File: src/rtl/cv32e40px_apu_pkg.sv
`default_nettype none
// ============================================================================
// Module  : cv32e40px_apu_pkg
// Brief   : Shared types and defaults for the APU writeback buffer.
// Revision: 1.0 - initial release
// ============================================================================
package cv32e40px_apu_pkg;

  localparam int APU_WB_DEPTH    = 2;
  localparam int APU_OUTSTANDING = 2;
  localparam int APU_DATA_WIDTH  = 32;
  localparam int APU_ADDR_WIDTH  = 6;
  localparam int APU_FLAGS_WIDTH = 5;

  typedef struct packed {
    logic [APU_ADDR_WIDTH-1:0]  waddr;
    logic [APU_DATA_WIDTH-1:0]  data;
    logic [APU_FLAGS_WIDTH-1:0] flags;
  } apu_wb_entry_t;

endpackage
`default_nettype wire

File: src/rtl/cv32e40px_apu_wb_buffer_if.sv
`default_nettype none
// ============================================================================
// Module  : cv32e40px_apu_wb_buffer_if
// Brief   : APU result input and shared regfile write port of the wb buffer.
// Revision: 1.0 - initial release
// ============================================================================
interface cv32e40px_apu_wb_buffer_if
  import cv32e40px_apu_pkg::*;
#(
  parameter int DATA_WIDTH  = APU_DATA_WIDTH,
  parameter int ADDR_WIDTH  = APU_ADDR_WIDTH,
  parameter int FLAGS_WIDTH = APU_FLAGS_WIDTH
);

  logic                   apu_rvalid;
  logic [DATA_WIDTH-1:0]  apu_result;
  logic [FLAGS_WIDTH-1:0] apu_flags;
  logic [ADDR_WIDTH-1:0]  apu_waddr;
  logic                   port_busy;
  logic                   regfile_we;
  logic [ADDR_WIDTH-1:0]  regfile_waddr;
  logic [DATA_WIDTH-1:0]  regfile_wdata;
  logic                   fflags_we;
  logic [FLAGS_WIDTH-1:0] fflags;

  // master: APU result source plus core writeback arbitration
  modport master (
    output apu_rvalid, apu_result, apu_flags, apu_waddr, port_busy,
    input  regfile_we, regfile_waddr, regfile_wdata, fflags_we, fflags
  );

  modport slave (
    input  apu_rvalid, apu_result, apu_flags, apu_waddr, port_busy,
    output regfile_we, regfile_waddr, regfile_wdata, fflags_we, fflags
  );

endinterface
`default_nettype wire

File: src/rtl/cv32e40px_apu_wb_fifo.sv
`default_nettype none
// ============================================================================
// Module  : cv32e40px_apu_wb_fifo
// Brief   : In-order result store with pointers, occupancy and valid vector.
// Revision: 1.0 - initial release
// ============================================================================
module cv32e40px_apu_wb_fifo
  import cv32e40px_apu_pkg::*;
#(
  parameter int  DEPTH = APU_WB_DEPTH,
  localparam int PTR_W = $clog2(DEPTH),
  localparam int CNT_W = PTR_W + 1
) (
  input  logic                clk_i,
  input  logic                rst_i,
  input  logic                push_i,
  input  logic                pop_i,
  input  apu_wb_entry_t       wdata_i,
  output apu_wb_entry_t       rdata_o,
  output apu_wb_entry_t       entries_o [DEPTH],
  output logic [DEPTH-1:0]    valid_o,
  output logic [CNT_W-1:0]    count_o,
  output logic                full_o,
  output logic                empty_o
);

  logic [PTR_W-1:0] r_rd_ptr;
  logic [PTR_W-1:0] r_wr_ptr;
  logic [CNT_W-1:0] r_count;
  logic [DEPTH-1:0] r_valid;
  apu_wb_entry_t    r_mem [DEPTH];

  logic w_push;
  logic w_pop;

  assign full_o  = (r_count == CNT_W'(DEPTH));
  assign empty_o = (r_count == '0);
  assign w_pop   = pop_i & ~empty_o;
  assign w_push  = push_i & (~full_o | w_pop);

  always_ff @(posedge clk_i) begin
    if (rst_i) begin
      r_rd_ptr <= '0;
      r_wr_ptr <= '0;
      r_count  <= '0;
      r_valid  <= '0;
    end else begin
      if (w_pop) begin
        r_rd_ptr          <= r_rd_ptr + 1'b1;
        r_valid[r_rd_ptr] <= 1'b0;
      end
      // A full push+pop targets the slot being freed; the later set wins.
      if (w_push) begin
        r_wr_ptr          <= r_wr_ptr + 1'b1;
        r_valid[r_wr_ptr] <= 1'b1;
      end
      case ({w_push, w_pop})
        2'b10:   r_count <= r_count + 1'b1;
        2'b01:   r_count <= r_count - 1'b1;
        default: r_count <= r_count;
      endcase
    end
  end

  always_ff @(posedge clk_i) begin
    if (w_push) begin
      r_mem[r_wr_ptr] <= wdata_i;
    end
  end

  assign rdata_o   = r_mem[r_rd_ptr];
  assign entries_o = r_mem;
  assign valid_o   = r_valid;
  assign count_o   = r_count;

endmodule
`default_nettype wire

File: src/rtl/cv32e40px_apu_wb_buffer.sv
`default_nettype none
// ============================================================================
// Module  : cv32e40px_apu_wb_buffer
// Brief   : Merges APU results into the core regfile write port, buffering
//           them when the core owns the port, and flags hazards on them.
// Revision: 1.0 - initial release
// ============================================================================
module cv32e40px_apu_wb_buffer
  import cv32e40px_apu_pkg::*;
#(
  parameter int DEPTH       = APU_WB_DEPTH,
  parameter int DATA_WIDTH  = APU_DATA_WIDTH,
  parameter int ADDR_WIDTH  = APU_ADDR_WIDTH,
  parameter int FLAGS_WIDTH = APU_FLAGS_WIDTH,
  parameter int OUTSTANDING = APU_OUTSTANDING
) (
  input  logic                        clk_i,
  input  logic                        rst_i,
  cv32e40px_apu_wb_buffer_if.slave    bus,
  input  logic [2:0][ADDR_WIDTH-1:0]  read_regs_i,
  input  logic [2:0]                  read_regs_valid_i,
  input  logic [ADDR_WIDTH-1:0]       write_reg_i,
  input  logic                        write_reg_valid_i,
  output logic                        dep_o,
  output logic                        issue_block_o,
  output logic                        empty_o,
  output logic                        overflow_o
);

  localparam int CNT_W = $clog2(DEPTH) + 1;

  localparam logic [ADDR_WIDTH-1:0]  c_addr_zero  = '0;
  localparam logic [DATA_WIDTH-1:0]  c_data_zero  = '0;
  localparam logic [FLAGS_WIDTH-1:0] c_flags_zero = '0;

  apu_wb_entry_t    w_in;
  apu_wb_entry_t    w_head;
  apu_wb_entry_t    w_entries [DEPTH];
  logic [DEPTH-1:0] w_valid;
  logic [CNT_W-1:0] w_count;
  logic             w_full;
  logic             w_empty;
  logic             w_bypass;
  logic             w_drain;
  logic             w_push;
  logic             w_drop;
  logic             w_dep;
  logic             r_overflow;

  assign w_in.waddr = bus.apu_waddr;
  assign w_in.data  = bus.apu_result;
  assign w_in.flags = bus.apu_flags;

  // Buffered entries always take the port before a new result, keeping order.
  assign w_bypass = w_empty & bus.apu_rvalid & ~bus.port_busy;
  assign w_drain  = ~w_empty & ~bus.port_busy;
  assign w_push   = bus.apu_rvalid & ~w_bypass & (~w_full | w_drain);
  assign w_drop   = bus.apu_rvalid & w_full & ~w_drain;

  cv32e40px_apu_wb_fifo #(
    .DEPTH (DEPTH)
  ) u_fifo (
    .clk_i     (clk_i),
    .rst_i     (rst_i),
    .push_i    (w_push),
    .pop_i     (w_drain),
    .wdata_i   (w_in),
    .rdata_o   (w_head),
    .entries_o (w_entries),
    .valid_o   (w_valid),
    .count_o   (w_count),
    .full_o    (w_full),
    .empty_o   (w_empty)
  );

  assign bus.regfile_we    = w_drain | w_bypass;
  assign bus.fflags_we     = w_drain | w_bypass;
  assign bus.regfile_waddr = w_drain  ? w_head.waddr :
                             w_bypass ? bus.apu_waddr : c_addr_zero;
  assign bus.regfile_wdata = w_drain  ? w_head.data :
                             w_bypass ? bus.apu_result : c_data_zero;
  assign bus.fflags        = w_drain  ? w_head.flags :
                             w_bypass ? bus.apu_flags : c_flags_zero;

  // Entry being popped this cycle is still compared; the valid vector is registered.
  always_comb begin
    w_dep = 1'b0;
    for (int i = 0; i < DEPTH; i++) begin
      if (w_valid[i]) begin
        for (int j = 0; j < 3; j++) begin
          if (read_regs_valid_i[j] && (read_regs_i[j] == w_entries[i].waddr)) begin
            w_dep = 1'b1;
          end
        end
        if (write_reg_valid_i && (write_reg_i == w_entries[i].waddr)) begin
          w_dep = 1'b1;
        end
      end
    end
  end

  always_ff @(posedge clk_i) begin
    if (rst_i) begin
      r_overflow <= 1'b0;
    end else if (w_drop) begin
      r_overflow <= 1'b1;
    end
  end

  assign dep_o         = w_dep;
  assign issue_block_o = (DEPTH - int'(w_count)) < OUTSTANDING;
  assign empty_o       = w_empty;
  assign overflow_o    = r_overflow;

endmodule
`default_nettype wire

File: src/flat_wrapper.sv
// flat-port wrapper written by rule: the top's interface ports become plain ports
module cv32e40px_apu_wb_buffer_flat import cv32e40px_apu_pkg::*;
#(
  parameter int DEPTH       = APU_WB_DEPTH,
  parameter int DATA_WIDTH  = APU_DATA_WIDTH,
  parameter int ADDR_WIDTH  = APU_ADDR_WIDTH,
  parameter int FLAGS_WIDTH = APU_FLAGS_WIDTH,
  parameter int OUTSTANDING = APU_OUTSTANDING
)
  (clk_i, rst_i, read_regs_i, read_regs_valid_i, write_reg_i, write_reg_valid_i, dep_o, issue_block_o, empty_o, overflow_o, bus_apu_rvalid, bus_apu_result, bus_apu_flags, bus_apu_waddr, bus_port_busy, bus_regfile_we, bus_regfile_waddr, bus_regfile_wdata, bus_fflags_we, bus_fflags);
  cv32e40px_apu_wb_buffer_if #(.DATA_WIDTH(DATA_WIDTH), .ADDR_WIDTH(ADDR_WIDTH), .FLAGS_WIDTH(FLAGS_WIDTH)) bus_i ();
  input  logic clk_i;
  input  logic rst_i;
  input  logic [2:0][ADDR_WIDTH-1:0] read_regs_i;
  input  logic [2:0] read_regs_valid_i;
  input  logic [ADDR_WIDTH-1:0] write_reg_i;
  input  logic write_reg_valid_i;
  output logic dep_o;
  output logic issue_block_o;
  output logic empty_o;
  output logic overflow_o;
  input wire logic [$bits(bus_i.apu_rvalid)-1:0] bus_apu_rvalid;
  input wire logic [$bits(bus_i.apu_result)-1:0] bus_apu_result;
  input wire logic [$bits(bus_i.apu_flags)-1:0] bus_apu_flags;
  input wire logic [$bits(bus_i.apu_waddr)-1:0] bus_apu_waddr;
  input wire logic [$bits(bus_i.port_busy)-1:0] bus_port_busy;
  output wire logic [$bits(bus_i.regfile_we)-1:0] bus_regfile_we;
  output wire logic [$bits(bus_i.regfile_waddr)-1:0] bus_regfile_waddr;
  output wire logic [$bits(bus_i.regfile_wdata)-1:0] bus_regfile_wdata;
  output wire logic [$bits(bus_i.fflags_we)-1:0] bus_fflags_we;
  output wire logic [$bits(bus_i.fflags)-1:0] bus_fflags;
  assign bus_i.apu_rvalid = bus_apu_rvalid;
  assign bus_i.apu_result = bus_apu_result;
  assign bus_i.apu_flags = bus_apu_flags;
  assign bus_i.apu_waddr = bus_apu_waddr;
  assign bus_i.port_busy = bus_port_busy;
  assign bus_regfile_we = bus_i.regfile_we;
  assign bus_regfile_waddr = bus_i.regfile_waddr;
  assign bus_regfile_wdata = bus_i.regfile_wdata;
  assign bus_fflags_we = bus_i.fflags_we;
  assign bus_fflags = bus_i.fflags;
  cv32e40px_apu_wb_buffer #(.DEPTH(DEPTH), .DATA_WIDTH(DATA_WIDTH), .ADDR_WIDTH(ADDR_WIDTH), .FLAGS_WIDTH(FLAGS_WIDTH), .OUTSTANDING(OUTSTANDING)) u_core (.clk_i(clk_i), .rst_i(rst_i), .bus(bus_i), .read_regs_i(read_regs_i), .read_regs_valid_i(read_regs_valid_i), .write_reg_i(write_reg_i), .write_reg_valid_i(write_reg_valid_i), .dep_o(dep_o), .issue_block_o(issue_block_o), .empty_o(empty_o), .overflow_o(overflow_o));
endmodule
File: config.mk
export PLATFORM = sky130hd
export DESIGN_NAME = cv32e40px_apu_wb_buffer_flat
export DESIGN_NICKNAME = d
export VERILOG_FILES = /design/src/rtl/cv32e40px_apu_pkg.sv /design/src/rtl/cv32e40px_apu_wb_buffer_if.sv /design/src/rtl/cv32e40px_apu_wb_fifo.sv /design/src/rtl/cv32e40px_apu_wb_buffer.sv /design/src/flat_wrapper.sv
export SDC_FILE = /design/constraint.sdc
export NUM_CORES = 1
export LEC_CHECK = 0
export BUFFER_PORTS_ARGS = -buffer_cell sky130_fd_sc_hd__buf_2
export CAP_MARGIN = 20
export CORE_MARGIN = 1
export CORE_UTILIZATION = 53
export DETAILED_ROUTE_END_ITERATION = 10
export GPL_TIMING_DRIVEN = 0
export PLACE_DENSITY = 0.8
export SLEW_MARGIN = 10
export SYNTH_ARGS = -nofsm -noshare
export SYNTH_HDL_FRONTEND = slang
export SYNTH_SLANG_ARGS = --single-unit
File: constraint.sdc
create_clock -name clk_i -period 4 [get_ports clk_i]
set_input_delay 0.6 -clock clk_i [delete_from_list [all_inputs] [get_ports clk_i]]
set_output_delay 0.6 -clock clk_i [all_outputs]
set_load 0.02 [all_outputs]
==> flow_summary.ini, run 1 <==
[synth]
synth_sequential_area_ratio = 0.591
synth_adder_area_share = 0.00272
primary_ff_master_synth = edfxtp_1
fraction_of_synthesized_area_in_multiplexers = 0.0935
yosys.area.top_type_share = 0.561
syn-cell-area_sq_um = 4600
ys_seq_elements = 93
synth_cells = 348
synth.lib_cells_used.distinct = 27
synthesis.nets = 424
complex_gate_fraction_of_the_synthesized_area = 0.0927
synthXorXnorAreaFrac = 0.0989
synth_top_area_cell = edfxtp_1
synth-edff-count = 86
synth.yosys.warnings = 0
synth_simple_gate_area_share = 0.0755
asyncSetResetFlopFracSynth = 0
synth_top_family_by_area = XOR/XNOR gates
synth_area_per_cell_sq_um = 13.2
netlist_top_cells_area = edfxtp_1 (56%), mux2i_1 (9.3%), o21ai_2 (7.6%), xnor2_1 (4.9%), xor2_1 (4.9%)

[placement]
io_buffers = 123
hpwl_mm = 6.74
gp_routability_congestion = 0.791
placement.setup.worst_slack_ps = 1640
placedInstanceArea_sq_um = 5430

[setup_path]
setup.worst_path.class = flip-flop to primary output
critical_path.reg2reg.startpoint = u_core.u_fifo.count_o[0]$_SDFFE_PP0P_
critical_path.startpoint_type = flip-flop
reg2reg_depth = 7
cp_max_fo = 10
cp.required_ps = 3400
worst_setup_path_end_kind = primary output
worst-endpoint-arrival_ps = 1950
startpoint = u_core.u_fifo.count_o[0]$_SDFFE_PP0P_

[sta]
final_critical_path_setup_slack_ps = 1450
min_tclk_post_route_ps = 2550
setup_viol_count_final = 0
fin_tns_setup_ps = 0
max_freq_mhz = 392
skew_ps = 12.3
grt_setup_unrepaired = no
timing.final.max_slew_violations = 0
layout_worst_path_cycle_share = 0.638
timing.slew.headroom = 0.655
hold_violations = 0
worst_pin_slew_ps = 516

[clock_tree]
worstSkewPairLatency_ps = 350
htree_num_levels = 3
post_cts.repair.setup_buffers = 0
ctsResizeCount = 0
ctsRootBufferMaster = clkbuf_8
cts_buffers = 9
tritoncts = yes
clock_tree.buffer_depth = 2
clock_edge_transition_at_the_registers_on_the_reported_setup_and_hold_paths_ps = 100
hold_buffers = 0
cts_sinks = 93

[finish]
final_design_area_no_fill_sq_um = 5610
fin_util = 0.676
final_net_count = 561
area.growth.synth_to_final_pct = 21.8
mostFrequentLayoutCells = buf_2 (139), edfxtp_1 (86), nand2_1 (46)
layout_commonest_cell = buf_2
final_layout_size_suffix_gt1_frac = 0.435
antenna_cells = 0

[grt]
grtUsageTotal = 0.216
grt_total_ovfl = 0
global_route_wire_length_before_repair_mm = 14.5
largest_net_degree_at_the_start_of_global_routing = 37
grt_pass1_vias = 3046
initial_antenna_violation_count = 0

[power_and_ir_drop]
power_density_nw_per_um2 = 560
leak_pwr_nw = 2.18
max-vdd-ir-drop_v = 0.000342

[floorplan]
ios = 124
initial_utilization = 0.555
full_die_area_sq_um = 9060
placement_rows = 33
core_area_sq_um = 8300
die_h_microns = 95.2
die_width_microns = 95.2

[job]
max_cap_viol_count = 0

[route]
routedWlPerCell_microns = 15.7
detail_route.vias_per_cell = 5.30
wl_mm = 9.33
route.antenna.remaining_nets = 0
detail_route.drc_violations = 0
detail_route.first_pass.iterations = 5
detail_route.iter0.violations = 96
detailroute.via_count = 3154

[hold_path]
hp-class = input port to flip-flop
min-delay-start = bus_apu_result[3]
timing.hold.worst_path_depth = 1

[status]
result_of_the_run = completed
-- cell usage after synthesis, types with 2 or more instances --
cell type	instances
a21oi_1	4
buf_2	16
buf_4	2
buf_6	8
dfxtp_1	7
edfxtp_1	86
inv_1	3
inv_2	2
mux2i_1	43
nand2_1	46
nand4_1	8
nor2_1	7
nor4_1	8
o21ai_0	5
o21ai_2	40
o41ai_1	2
xnor2_1	26
xor2_1	26
-- path summary, 6_finish.rpt --
check	slack (ps)	to
hold / removal	440	u_core.u_fifo.entries_o[8]$_DFFE_PP_
setup reg to reg	2120	u_core.u_fifo.count_o[1]$_SDFFE_PP0P_
setup / recovery	1450	bus_regfile_wdata[31]
hold reg to reg	480	u_core.u_fifo.r_wr_ptr$_SDFFE_PP0P_
-- layout make-up --
class / count / area (sq um)
clock buffer: 9 / 124
tap: 105 / 131
fill: 618 / 2690
sequential: 93 / 2720
inverter: 5 / 18.8
clock inverter: 7 / 50.0
timing repair buffer: 126 / 691
buffer: 27 / 190
multi-input combinational: 223 / 1680
-- where the power goes --
group	switching (mW)	internal [mW]	total [mW]	leakage [nW]
registers	0.0465	1.24	1.28	0.851
logic	0.800	0.501	1.30	1.25
clock network	0.329	0.227	0.556	0.0785
total	1.18	1.97	3.14	2.18
-- per-stage QoR --
step                total power [mW]  cells  hold slack (ps)
finish                          3.14    595              440
global placement                2.57    576              441
floorplan                       2.23    348              430
CTS                             3.17    595              426
global route                    3.31    595              425
detailed placement              2.62    579              462
-- registers in the layout, indices dropped and copies added (netlist names) --
name                     flops
u_core.u_fifo.entries_o     86
u_core.u_fifo.valid_o        2
u_core.overflow_o            1
u_core.u_fifo.count_o        2
u_core.u_fifo.r_wr_ptr       1
u_core.u_fifo.r_rd_ptr       1
-- routing by layer --
layer  track usage  part of all wire  vias to the layer above
li1              -                 -                     1539
met1         0.275              0.43                     1482
met2         0.352              0.48                      116
met3        0.0455             0.066                       17
met4        0.0997             0.022                        0
met5             0                 0                        -
-- kinds of logic (layout without fill, tap and decap cells) --
logic type,after synthesis,count (layout)
flops,93,93
simple gates,74,74
compound gates,53,53
xor+xnor,52,52
mux,43,43
buf+inv,32,174
fa+ha+maj,1,1
-- critical path, stage by stage, from the launching register on --
cell     delay, ps
dfxtp_1        390
nor2_4         150
inv_2           60
nor3b_4        460
buf_6          220
nand2_1         80
o21ai_2         60
buf_2          180
No activity file was read; power rests on OpenSTA's default activity.
==> run 2: changes to the inputs <==
- ABC_AREA: not set -> 1
- clock period: 4 -> 2.36 ns (I/O delays scaled with it)
==> flow_summary.ini, run 2 <==
[synth]
syn-cell-area_sq_um = 4650
synth.lib_cells_used.distinct = 28
yosys.area.top_type_share = 0.555
synth_most_common_cell = nand2_1
synth_area_per_cell_sq_um = 8.76
synth.yosys.warnings = 0
synth_top_family_by_area = simple AND/OR/NAND/NOR gates
synth_adder_area_share = 0.00269
synth-edff-count = 86
synth_cells = 531
complex_gate_fraction_of_the_synthesized_area = 0.0323
synth_sequential_area_ratio = 0.585
synthXorXnorAreaFrac = 0.00753
asyncSetResetFlopFracSynth = 0
primary_ff_master_synth = edfxtp_1
fraction_of_synthesized_area_in_multiplexers = 0
ys_seq_elements = 93
synthesis.nets = 607
synth_top_area_cell = edfxtp_1
synth_top_cells_by_count = nand2_1 (209), edfxtp_1 (86), nand3_1 (80), inv_1 (50), nor2_1 (40)
synth_simple_gate_area_share = 0.307
netlist_top_cells_area = edfxtp_1 (55%), nand2_1 (17%), nand3_1 (8.6%), inv_1 (4.0%), nor2_1 (3.2%)

[finish]
antenna_cells = 0
layout_commonest_cell = nand2_1
area.growth.synth_to_final_pct = 22.5
seqCellArea_sq_um = 2730
mostFrequentLayoutCells = nand2_1 (209), buf_2 (123), edfxtp_1 (86)
final_layout_size_suffix_gt1_frac = 0.253
fillerInstances = 709
final_net_count = 744
largest_register_ff_count = 86
final_design_area_no_fill_sq_um = 5700
multi_input_comb_area_sq_um = 1630

[sta]
layout_worst_path_cycle_share = 0.945
grt_setup_unrepaired = no
min_tclk_post_route_ps = 2230
max_freq_mhz = 448
finalHoldWorstSlack_ps = 203
timing.final.max_slew_violations = 0
final_critical_path_setup_slack_ps = 129
worst_pin_slew_ps = 497
setup_viol_count_final = 0
skew_ps = 10.8
timing.slew.headroom = 0.668
hold_violations = 0

[route]
maxUsedRoutingLayer = met4
detail_route.drc_violations = 0
detailroute.via_count = 4113
wl_met3_microns = 871
detail_route.vias_per_cell = 5.29
detail_route.first_pass.iterations = 5
wl_met1_mm = 4.57
route.antenna.remaining_nets = 0
wl_mm = 11.5
detailed_route_wirelength_on_metal2_mm = 5.79
detail_route.iter0.violations = 185
routedWlPerCell_microns = 14.7

[setup_path]
critical_path.startpoint_type = flip-flop
cp_max_fo = 10
cpMostUsedCell = buf_4
crit_chain = nor2_4 -> nor2_8 -> nand2_4 -> inv_2 -> buf_4 -> buf_4 -> nand2_1 -> nand3_1 -> buf_2
cpMaxStageDelayCell = dfxtp_2
cp.required_ps = 2010
worst-endpoint-arrival_ps = 1880
worst_setup_path_end_kind = primary output
critPathMaxStageDelay_ps = 390
setup.worst_path.class = flip-flop to primary output

[grt]
grt_pass1_vias = 3967
initial_antenna_violation_count = 0
grt_total_ovfl = 0
largest_net_degree_at_the_start_of_global_routing = 25
grtUsageTotal = 0.262
global_route_wire_length_before_repair_mm = 18.0

[hold_path]
hp-class = input port to flip-flop

[floorplan]
die_width_microns = 95.7
initial_utilization = 0.558
placement_rows = 33
die_h_microns = 95.7
full_die_area_sq_um = 9160
core_area_sq_um = 8340
ios = 124

[clock_tree]
tritoncts = yes
ctsRootBufferMaster = clkbuf_8
clock_tree.buffer_depth = 2
cts_sinks = 93
worstSkewPairLatency_ps = 350
htree_num_levels = 3
clock_edge_transition_at_the_registers_on_the_reported_setup_and_hold_paths_ps = 90
cts_buffers = 9

[job]
max_cap_viol_count = 0

[power_and_ir_drop]
p_seq_frac = 0.415
comb_power_share = 0.390
totalPowerFinal_mw = 5.38
intPower_mw = 3.29
netSwitchingFraction = 0.388
leak_pwr_nw = 2.70
clkPwrFrac = 0.195
max-vdd-ir-drop_v = 0.000874
power_density_nw_per_um2 = 944
p_switching_mw = 2.09

[placement]
gp_routability_congestion = 0.889
io_buffers = 123
placedInstanceArea_sq_um = 5460
placement.setup.worst_slack_ps = 196
hpwl_mm = 8.28

[status]
result_of_the_run = completed
run 2: changes by cell type after synthesis, moves of 14 or more:
cell | previous run | this run
nand2_1 | 46 | 209
nand3_1 | 0 | 80
inv_1 | 3 | 50
mux2i_1 | 43 | 0
o21ai_2 | 40 | 1
nor2_1 | 7 | 40
xor2_1 | 26 | 1
xnor2_1 | 26 | 3
buf_2 | 16 | 2
run 2: per-layer routing:
layer,vias to the layer above,track usage
li1,2021,-
met3,20,0.0427
met4,0,0.104
met5,-,0
met2,174,0.463
met1,1898,0.319
run 2: metrics by stage:
| stage | TNS [ps] | utilization | std cells |
|---|---|---|---|
| after floorplan | 0 | - | 531 |
| after global placement | -43670 | 0.647 | 759 |
| after detailed placement | 0 | 0.654 | 761 |
| after CTS | 0 | 0.682 | 778 |
| after global routing | 0 | 0.683 | 778 |
| final | 0 | 0.683 | 778 |
run 2: power by group through the flow:
stage	clock, mW	combinational [mW]	sequential (mW)
4_1_cts	1.06	2.10	2.23
3_5_place_dp	0	2.05	2.27
5_1_grt	1.11	2.30	2.26
3_3_place_gp	0	1.97	2.27
2_1_floorplan	0	1.33	2.24
6_report	1.05	2.10	2.24
run 2: timing repair:
item,in CTS,in global routing
setup buffers,2,0
gates resized for setup,7,8
endpoints found under the setup margin,40,69
hold endpoints to repair,0,0
pin swaps,1,0
hold buffers,0,0
run 2: final timing paths:
| path | startpoint | endpoint | slack, ps | cells past startpoint |
|---|---|---|---|---|
| worst min register to register | u_core.overflow_o$_SDFFE_PP0P_ | u_core.overflow_o$_SDFFE_PP0P_ | 450 | 2 |
| worst max-delay path | u_core.u_fifo.count_o[0]$_SDFFE_PP0P_ | bus_regfile_wdata[8] | 130 | 9 |
| worst max register to register | u_core.u_fifo.count_o[0]$_SDFFE_PP0P_ | u_core.u_fifo.entries_o[47]$_DFFE_PP_ | 240 | 9 |
| worst min-delay path | bus_apu_result[6] | u_core.u_fifo.entries_o[54]$_DFFE_PP_ | 200 | 1 |
run 2: cell families after synthesis:
logic type / after synthesis
adder cells (fa/ha/maj): 1
buffers and inverters: 69
AO/OA/AOI/OAI: 24
flip-flops: 93
AND/OR/NAND/NOR: 340
XOR/XNOR: 4
run 2: area by class of cell:
cell class	instances	share of cell area
Sequential cell	93	0.478
Multi-Input combinational cell	369	0.286
Timing Repair Buffer	127	0.123
Inverter	52	0.0351
Tap cell	105	0.0231
Clock buffer	9	0.0217
Buffer	16	0.0202
Clock inverter	7	0.0127
run 2: critical path: cells and delay by family (launching register included):
family	cells	cell delay, ps
flops	1	390
simple gates	5	520
buf+inv	4	610
